==> src/rtl/CorePack.sv <==
// Shared core types for the MEM-stage data-memory access controller.
// Holds the memory-op encoding, byte-mask/address types, the controller
// FSM states and helpers that decode an op into size and signedness.
package CorePack;

  typedef logic [63:0] addr_t;
  typedef logic [7:0]  mask_t;

  typedef enum logic [2:0] {
    MEM_NO,
    MEM_B,
    MEM_H,
    MEM_W,
    MEM_D,
    MEM_UB,
    MEM_UH,
    MEM_UW
  } mem_op_enum;

  typedef enum logic [2:0] {
    IDLE,
    REQ0,
    WAIT0,
    REQ1,
    WAIT1,
    RESP
  } dmem_ctrl_state_e;

  // Number of bytes touched by an op; zero for MEM_NO.
  function automatic logic [3:0] mem_op_size(input mem_op_enum op);
    logic [3:0] size;
    case (op)
      MEM_B, MEM_UB: size = 4'd1;
      MEM_H, MEM_UH: size = 4'd2;
      MEM_W, MEM_UW: size = 4'd4;
      MEM_D:         size = 4'd8;
      default:       size = 4'd0;
    endcase
    return size;
  endfunction

  // True for the sign-extending load variants.
  function automatic logic mem_op_signed(input mem_op_enum op);
    return (op == MEM_B) || (op == MEM_H) || (op == MEM_W);
  endfunction

endpackage

==> src/rtl/load_extend.sv <==
// Truncates right-justified load data to the access size and applies
// sign or zero extension according to the op.
module load_extend
  import CorePack::*;
(
  input  mem_op_enum  op,
  input  logic [63:0] raw,
  output logic [63:0] ext
);

  logic sgn;

  // Pick the size slice and fill the upper bits with the extension bit.
  always_comb begin
    ext = '0;
    sgn = mem_op_signed(op);
    case (mem_op_size(op))
      4'd1:    ext = {{56{sgn & raw[7]}},  raw[7:0]};
      4'd2:    ext = {{48{sgn & raw[15]}}, raw[15:0]};
      4'd4:    ext = {{32{sgn & raw[31]}}, raw[31:0]};
      4'd8:    ext = raw;
      default: ext = '0;
    endcase
  end

endmodule

==> src/rtl/dmem_access_ctrl.sv <==
// MEM-stage data-memory access controller. Accepts one load/store at a
// time from the core, issues one or two aligned 64-bit beats to memory
// (two when the access crosses an 8-byte boundary), merges and extends
// load data, and returns a single response pulse.
// Optional build macro DMEM_MISALIGN_TRAP_EN: boundary-crossing accesses
// are not issued and instead complete at once with resp_fault = 1.
module dmem_access_ctrl
  import CorePack::*;
#(
  parameter int ADDR_W = 64,
  parameter int DATA_W = 64
) (
  input  logic              clk,
  input  logic              rstn,
  input  logic              req_valid,
  output logic              req_ready,
  input  logic              req_we,
  input  mem_op_enum        req_op,
  input  logic [ADDR_W-1:0] req_addr,
  input  logic [DATA_W-1:0] req_wdata,
  output logic              resp_valid,
  output logic [DATA_W-1:0] resp_rdata,
  output logic              resp_fault,
  output logic              dmem_req_valid,
  input  logic              dmem_req_ready,
  output logic              dmem_we,
  output logic [ADDR_W-1:0] dmem_addr,
  output logic [DATA_W-1:0] dmem_wdata,
  output mask_t             dmem_wmask,
  input  logic              dmem_resp_valid,
  input  logic [DATA_W-1:0] dmem_rdata
);

  dmem_ctrl_state_e state, state_next;

  logic              accept;
  logic [3:0]        size_in;
  logic [2:0]        off_in;
  logic              split_in;

  logic              we_q;
  mem_op_enum        op_q;
  logic [ADDR_W-1:3] base_q;
  logic [ADDR_W-1:3] base_next;
  logic [DATA_W-1:0] wdata_q;
  logic [2:0]        off_q;
  logic              split_q;
  logic [DATA_W-1:0] rdata0_q;
  logic [DATA_W-1:0] rdata1_q;
  logic              fault;

  logic [15:0]       lane_bytes;
  logic [DATA_W-1:0] wdata_beat0;
  logic [DATA_W-1:0] wdata_beat1;
  logic [63:0]       load_raw;
  logic [63:0]       load_ext;

  assign accept   = req_valid && req_ready;
  assign size_in  = mem_op_size(req_op);
  assign off_in   = req_addr[2:0];
  assign split_in = ({2'b00, off_in} + {1'b0, size_in}) > 5'd8;

  // Byte lanes of the whole access across both beats, and each beat's
  // lane-shifted store data. The second beat only exists when off != 0.
  assign lane_bytes  = ((16'd1 << mem_op_size(op_q)) - 16'd1) << off_q;
  assign wdata_beat0 = wdata_q << {off_q, 3'b000};
  assign wdata_beat1 = wdata_q >> (7'd64 - {1'b0, off_q, 3'b000});
  assign base_next   = base_q + {{(ADDR_W-4){1'b0}}, 1'b1};

  // Both beats concatenated and shifted so the addressed byte sits at bit 0.
  assign load_raw = 64'({rdata1_q, rdata0_q} >> {off_q, 3'b000});

  load_extend u_load_extend (
    .op  (op_q),
    .raw (load_raw),
    .ext (load_ext)
  );

`ifdef DMEM_MISALIGN_TRAP_EN
  logic fault_q;

  // Remember that the captured access crosses a boundary and will trap.
  always_ff @(posedge clk or negedge rstn) begin
    if (!rstn) begin
      fault_q <= 1'b0;
    end else if (accept) begin
      fault_q <= split_in;
    end
  end

  assign fault = fault_q;
`else
  assign fault = 1'b0;
`endif

  // FSM state register.
  always_ff @(posedge clk or negedge rstn) begin
    if (!rstn) begin
      state <= IDLE;
    end else begin
      state <= state_next;
    end
  end

  // Next-state and output decode; memory outputs are only non-zero while
  // a beat is being offered so they read as zero whenever idle.
  always_comb begin
    state_next     = state;
    req_ready      = 1'b0;
    resp_valid     = 1'b0;
    resp_rdata     = '0;
    resp_fault     = 1'b0;
    dmem_req_valid = 1'b0;
    dmem_we        = 1'b0;
    dmem_addr      = '0;
    dmem_wdata     = '0;
    dmem_wmask     = '0;
    case (state)
      IDLE: begin
        req_ready = 1'b1;
        if (req_valid) begin
          if (req_op == MEM_NO) begin
            state_next = RESP;
`ifdef DMEM_MISALIGN_TRAP_EN
          end else if (split_in) begin
            state_next = RESP;
`endif
          end else begin
            state_next = REQ0;
          end
        end
      end
      REQ0: begin
        dmem_req_valid = 1'b1;
        dmem_we        = we_q;
        dmem_addr      = {base_q, 3'b000};
        dmem_wdata     = wdata_beat0;
        dmem_wmask     = we_q ? lane_bytes[7:0] : 8'h00;
        if (dmem_req_ready) begin
          state_next = WAIT0;
        end
      end
      WAIT0: begin
        if (dmem_resp_valid) begin
          state_next = split_q ? REQ1 : RESP;
        end
      end
      REQ1: begin
        dmem_req_valid = 1'b1;
        dmem_we        = we_q;
        dmem_addr      = {base_next, 3'b000};
        dmem_wdata     = wdata_beat1;
        dmem_wmask     = we_q ? lane_bytes[15:8] : 8'h00;
        if (dmem_req_ready) begin
          state_next = WAIT1;
        end
      end
      WAIT1: begin
        if (dmem_resp_valid) begin
          state_next = RESP;
        end
      end
      RESP: begin
        resp_valid = 1'b1;
        resp_fault = fault;
        resp_rdata = (we_q || fault) ? '0 : load_ext;
        state_next = IDLE;
      end
      default: begin
        state_next = IDLE;
      end
    endcase
  end

  // Capture the request on accept and latch each beat's read data.
  always_ff @(posedge clk or negedge rstn) begin
    if (!rstn) begin
      we_q     <= 1'b0;
      op_q     <= MEM_NO;
      base_q   <= '0;
      wdata_q  <= '0;
      off_q    <= 3'd0;
      split_q  <= 1'b0;
      rdata0_q <= '0;
      rdata1_q <= '0;
    end else begin
      if (accept) begin
        we_q     <= req_we;
        op_q     <= req_op;
        base_q   <= req_addr[ADDR_W-1:3];
        wdata_q  <= req_wdata;
        off_q    <= off_in;
        split_q  <= split_in;
        rdata1_q <= '0;
      end
      if ((state == WAIT0) && dmem_resp_valid) begin
        rdata0_q <= dmem_rdata;
      end
      if ((state == WAIT1) && dmem_resp_valid) begin
        rdata1_q <= dmem_rdata;
      end
    end
  end

endmodule

==> config.mk <==
export PLATFORM = sky130hd
export DESIGN_NAME = dmem_access_ctrl
export DESIGN_NICKNAME = d
export VERILOG_FILES = /design/src/rtl/CorePack.sv /design/src/rtl/load_extend.sv /design/src/rtl/dmem_access_ctrl.sv
export SDC_FILE = /design/constraint.sdc
export NUM_CORES = 1
export LEC_CHECK = 0
export BUFFER_PORTS_ARGS = -buffer_cell sky130_fd_sc_hd__buf_4
export CAP_MARGIN = 40
export CORE_AREA = 2 2 179 181
export DETAILED_ROUTE_END_ITERATION = 8
export DIE_AREA = 0 0 181 183
export PLACE_DENSITY = 0.9
export SYNTH_ARGS = -nofsm -noshare
export SYNTH_HDL_FRONTEND = slang
export SYNTH_SLANG_ARGS = --single-unit
==> constraint.sdc <==
create_clock -name clk -period 5.2 [get_ports clk]
set_input_delay 0.52 -clock clk [delete_from_list [all_inputs] [get_ports clk]]
set_output_delay 0.52 -clock clk [all_outputs]
set_load 0.03 [all_outputs]
## Word-level counts from Yosys, hierarchy flattened

Cells that the tools add are included.

| storage, ports and cells | value |
|---|---|
| input port bits | 201 |
| ROM bits | 0 |
| memories kept | 0 |
| bits in latches | 0 |
| word-level logic and storage cells | 90 |
| register bits | 264 |
| memory bits (writable) | 0 |

| cells by class | value |
|---|---|
| bitwise gates (word level) | 3 |
| muxes and demuxes | 24 |
| $add $sub $neg | 4 |
| multiply operators | 0 |
| equal/unequal tests | 28 |
| order comparisons | 1 |
| reduce and logical (&&, ||, !) cells | 16 |
| div/mod/pow operators | 0 |
| shift operators | 5 |

Operator list:

| cell | count |
|---|---|
| 2-to-1 mux 64 bit | 4 |
| one-hot mux 64 bit (2 select lines) | 2 |
| one-hot mux 64 bit (4 select lines) | 1 |
| right shift 128 x 6 -> 64 bit | 1 |
| << shifter 64 x 6 -> 64 bit | 1 |
| right shift 64 x 7 -> 64 bit | 1 |
| adder 61 x 1 -> 61 bit (second input constant) | 1 |
| one-hot mux 4 bit (4 select lines) | 2 |
| equality test 3 bit (second input constant) | 10 |
| 2-to-1 mux 3 bit | 7 |
| equality test 3 x 2 -> 1 bit (second input constant) | 6 |
| 2-to-1 mux 8 bit | 2 |
| one-hot mux 8 bit (2 select lines) | 1 |
| << shifter 1 x 4 -> 16 bit (first input constant) | 1 |
| << shifter 16 x 3 -> 16 bit | 1 |
| subtractor 16 x 1 -> 16 bit (second input constant) | 1 |
| one-hot mux 3 bit (5 select lines) | 1 |
| OR reduction 2 bit | 7 |
| != test 2 bit (second input constant) | 5 |
| equality test 3 x 1 -> 1 bit (second input constant) | 3 |
| subtractor 7 x 6 -> 7 bit (first input constant) | 1 |
| logical NOT 3 bit | 2 |
| adder 3 x 4 -> 5 bit | 1 |
| > comparator 5 x 4 -> 1 bit (second input constant) | 1 |
| other kinds (10) | 18 |

## Logic depth before layout (Yosys ltp)

| depth | value |
|---|---|
| depth after elaboration | 8 |
| depth in mapped cells | 14 |
| gate-level depth less buffers | 10 |

## Cells and area by module

A second synthesis with hierarchy kept.

| second synthesis, totals | value |
|---|---|
| cell total of the unflattened synthesis | 2,378 |
| area, all modules | 19,627.6 µm² |

By module, submodules not included:

| module | cells an instance | instances | seq. area each (µm²) | area each (µm²) |
|---|---|---|---|---|
| dmem_access_ctrl | 2,220 | 1 | 6,406.1 | 18,804.3 |
| load_extend | 158 | 1 | 0.0 | 823.3 |

## Least setup slack after synthesis

No wires, ideal clock.

| timing path | value |
|---|---|
| kind | reg-to-output |
| from | register off_q[0] |
| to | output dmem_wdata[18] |
| required time | 4.680 ns |
| cell stages (with the launch flop) | 13 |
| setup slack | 1.174 ns |
| arrival | 3.506 ns |
| path buffers | 8 |
| cell sequence | dfrtp_1 -> buf_4 -> inv_1 -> clkbuf_1 -> buf_1 -> buf_1 -> ha_1 -> clkbuf_1 -> buf_2 -> buf_1 -> clkbuf_1 -> a31oi_1 -> o2bb2ai_1 |

| on the way | value |
|---|---|
| longest elaborated chain between the ends | 3 |
| elaborated cells between the ends (all ways) | 4 |

RTL lines:

| item | RTL line | source |
|---|---|---|
| start, declared | dmem_access_ctrl.sv:46 | `logic [2:0] off_q;` |
| start signal, assigned | dmem_access_ctrl.sv:192 | `off_q <= off_in;` |
| subtractor 7 x 6 -> 7 bit | dmem_access_ctrl.sv:67 | `assign wdata_beat1 = wdata_q >> (7'd64 - {1'b0, off_q, 3'b000});` |
| right shift 64 x 7 -> 64 bit | dmem_access_ctrl.sv:67 |  |
| one-hot mux 64 bit (2 select lines) (*) | dmem_access_ctrl.sv:118 | `case (state)` |
| end, declared | dmem_access_ctrl.sv:28 | `output logic [DATA_W-1:0] dmem_wdata,` |

Every way passes the cells marked *; elsewhere a longest branch is shown, timed or not.

## Worst setup path after layout

| timing path | value |
|---|---|
| from | register off_q[1] |
| to | output dmem_wdata[57] |

The elaborated chain is that of the path after synthesis.

==> flow_metrics.env <==
export IMPL_synthesis_area_um2=18500
export IMPL_num_rows=65
export IMPL_p_sw_mw=9.40
export IMPL_regArea_um2=6410
export IMPL_synth_top_area_share_pct=34.6
export IMPL_crit_type="reg -> out"
export IMPL_fin_cells=2896
export IMPL_grt_pass1_vias=18500
export IMPL_place_ws_ns=1.19
export IMPL_critical_path_arrival_ns=4.20
export IMPL_synth_distinct_cells=62
export IMPL_path_clk_slew_ns=0.06
export IMPL_antenna_left=0
export IMPL_worstRegToRegCells=5
export IMPL_drt_total_wl_mm=73.2
export IMPL_r2r_start="state[1]"
export IMPL_drtIter0Drc=2512
export IMPL_yosys_warnings=0
export IMPL_clockBufferDepth=3
export IMPL_post_route_util_pct=72.7
export IMPL_place_hpwl_mm=51.8
export IMPL_finalCriticalPeriod_ns=4.72
export IMPL_cts_buffers=30
export IMPL_wl_per_cell_um=25.3
export IMPL_reg2reg_slack_ns=2.69
export IMPL_core_um2=31200
export IMPL_multi_input_area_um2=11300
export IMPL_clock_latency_ns=0.61
export IMPL_seq_power_share_pct=25.7
export IMPL_gp_congestion=1.00
export IMPL_setup_tns_ns=0
export IMPL_worstPathMaxFanout=66
export IMPL_ys_ff_latch=256
export IMPL_initial_utilization_pct=59.4
export IMPL_tightest_slew_ns=0.949
export IMPL_drv_slew=0
export IMPL_design_area_um2=22700
export IMPL_p_per_area_nw_per_um2=793
export IMPL_report_final_setup_viol=0
export IMPL_max_cap_violations=0
export IMPL_finalHoldViolCount=34
export IMPL_synth_area_leaders="dfrtp_1, mux2_2, nand2_1, mux2i_1, a21oi_1"
export IMPL_die_area_um2=33100
export IMPL_die_width_um=181
export IMPL_syn_inst=2183
export IMPL_cp_common_cell="buf_4"
export IMPL_outcome="complete, but fails checks"
export IMPL_cp_start_kind="flip-flop"
export IMPL_synthArstFlopShare_pct=100
export IMPL_violations="hold timing"
export IMPL_cts_resized=0
export IMPL_path_delay_family="simple AND/OR/NAND/NOR gates"
export IMPL_vias=19300
export IMPL_rsz0062_at_grt="no"
export IMPL_area_growth_pct=22.6
export IMPL_top_level_ports=406
export IMPL_postCtsSetupBuffers=0
export IMPL_htree_num_levels=1
export IMPL_r2r_end="rdata1_q[50]"
export IMPL_cp_num_buf_inv=4
export IMPL_synth_edf_count=0
export IMPL_cp_required_ns=4.68
export IMPL_p_comb_share_pct=62.8
export IMPL_grtUsageTotal_pct=42.8
export IMPL_final_period_utilization_pct=90.7
export IMPL_power_mw=18.0
export IMPL_place_area_um2=21800
export IMPL_max_vdd_ir_drop_mv=0.504
export IMPL_placedCellCount=2841
export IMPL_p_sw_share_pct=52.2
export IMPL_drive_above_1_share_pct=30.3
export IMPL_fin_skew_ns=0.0478
export IMPL_postSynthAreaPerCell_um2=8.49
export IMPL_path_cells="nor2_1, buf_4, a211o_1, buf_4, nand2b_1, buf_4, or3_1, nor2_4, a22o_1, buf_4"
export IMPL_die_h_um=183
export IMPL_cts_root_buf="clkbuf_16"
export IMPL_grt_pass1_wl_mm=111
export IMPL_fmax_mhz=212
export IMPL_p_leak_nw=10.1
export IMPL_setup_worst_path_start="off_q[1]"
export IMPL_vias_per_cell=6.68
export IMPL_slowest_delay_ns=0.86
export IMPL_clock_sinks=256
export IMPL_cts_tree="yes"
export IMPL_first_pass_iters=6
export IMPL_grt_max_degree=116
export IMPL_antenna_found_initial=3
export IMPL_yosysSeqAreaShare_pct=34.6
export IMPL_synth_top_area_cell="dfrtp_1"
export IMPL_grt_overflow=0
export IMPL_holdBufCountCts=0
export IMPL_hold_path_class="in -> async"
export IMPL_max_slew_margin_pct=36.6
export IMPL_cp_slowest_cell="dfrtp_4"
export IMPL_worst_hold_slack_ns=-0.0372
export IMPL_fillers=2266
export IMPL_crit_path_end_kind="primary output"
export IMPL_nNetsFinal=2680
export IMPL_io_buffer_count=401
export IMPL_synthFlopType="dfrtp_1"
export IMPL_worst_slack_ns=0.481
export IMPL_drc=0
export IMPL_intPower_mw=8.62
export IMPL_pwr_share_clk_pct=11.5
==> area by class of cell <==
cell class	instances	share of cell area (%)
Antenna cell	2	0.0220
Clock inverter	6	0.369
Multi-Input combinational cell	1711	49.8
Tap cell	402	2.21
Clock buffer	46	3.83
Sequential cell	256	28.2
Timing Repair Buffer	444	15.0
Inverter	29	0.479
==> worst max-delay path by stage <==
stage	cells past startpoint	slack (ns)	endpoint
final	10	0.48	dmem_wdata[57]
after global routing	10	0.41	dmem_wdata[57]
after CTS	10	0.56	dmem_wdata[57]
after detailed placement	10	1.19	dmem_wdata[57]
after global placement	10	1.26	dmem_wdata[57]
after floorplan	12	1.17	dmem_wdata[18]
==> worst reg2reg max path: cells and delay by family, from the launching register on <==
kind | cells | cell delay, ns
DFF | 1 | 0.35
buffers and inverters | 2 | 0.90
and+or+nand+nor | 2 | 0.78
AOI/OAI and AO/OA | 1 | 0.27
==> state kept, by name, summed over array words and instances, names as in the netlist <==
name      count
rdata0_q     64
wdata_q      64
base_q       61
rdata1_q     56
off_q         3
op_q          3
state         3
split_q       1
we_q          1
==> logic make-up (layout without fill, tap and decap cells) <==
kind of cell             Yosys count  after routing  share of synthesized area (%)
AND/OR/NAND/NOR                  752            752                           17.7
flip-flops                       256            256                           34.6
XOR/XNOR                          54             54                           2.55
buffers and inverters            219            525                           4.73
other                              1              6                         0.0202
adder cells (fa/ha/maj)            7              7                          0.513
multiplexers                     358            358                           22.0
AO/OA/AOI/OAI                    536            536                           18.0
==> Yosys cell counts (9+ instances only) <==
| cell type | n |
|---|---|
| nor2_1 | 194 |
| buf_1 | 16 |
| clkbuf_1 | 140 |
| mux2i_1 | 111 |
| dfrtp_1 | 256 |
| a32oi_1 | 31 |
| nor4_1 | 11 |
| o221ai_1 | 9 |
| a211oi_1 | 25 |
| nand3_1 | 33 |
| o211ai_1 | 22 |
| mux4_2 | 16 |
| nor3b_1 | 10 |
| a211o_1 | 16 |
| a31oi_1 | 15 |
| a21oi_1 | 178 |
| a22o_1 | 9 |
| o21a_1 | 9 |
| o21ai_0 | 122 |
| or3_1 | 14 |
| nor2b_1 | 21 |
| and3_1 | 15 |
| xnor2_1 | 37 |
| nand2_1 | 382 |
| o22ai_1 | 43 |
| nor3_1 | 20 |
| nand4_1 | 13 |
| mux2_2 | 231 |
| inv_1 | 29 |
| buf_2 | 29 |
| nand2b_1 | 18 |
| xor2_1 | 17 |
==> power by group through the flow <==
stage | Sequential [mW] | Combinational [mW] | Clock [mW]
CTS | 4.49 | 11.0 | 2.08
global placement | 4.44 | 10.8 | 0
global route | 4.68 | 12.0 | 2.17
detailed placement | 4.50 | 11.0 | 0
finish | 4.63 | 11.3 | 2.08
floorplan | 3.74 | 8.05 | 0
==> per-layer routing <==
metal	share of wire, %	vias up	track usage, %
met4	5.3	2	18.8
met1	39	9201	58.0
li1	-	8400	-
met2	43	1457	65.0
met5	0.018	-	0
met3	13	274	11.4
==> layout by cell type, fill, tap and decap left out, drive strengths merged, types with 16 or more instances in the layout <==
cell type	synthesis	final
a211o	16	16
a211oi	25	25
a21oi	178	178
a32oi	31	31
buf	50	443
clkbuf	140	47
dfrtp	256	256
inv	29	29
mux2	231	231
mux2i	111	111
mux4	16	16
nand2	382	382
nand2b	18	18
nand3	34	34
nor2	195	195
nor2b	21	21
nor3	22	22
o211ai	22	22
o21ai	122	122
o22ai	43	43
xnor2	37	37
xor2	17	17
Power figures use the tool's default switching activity.
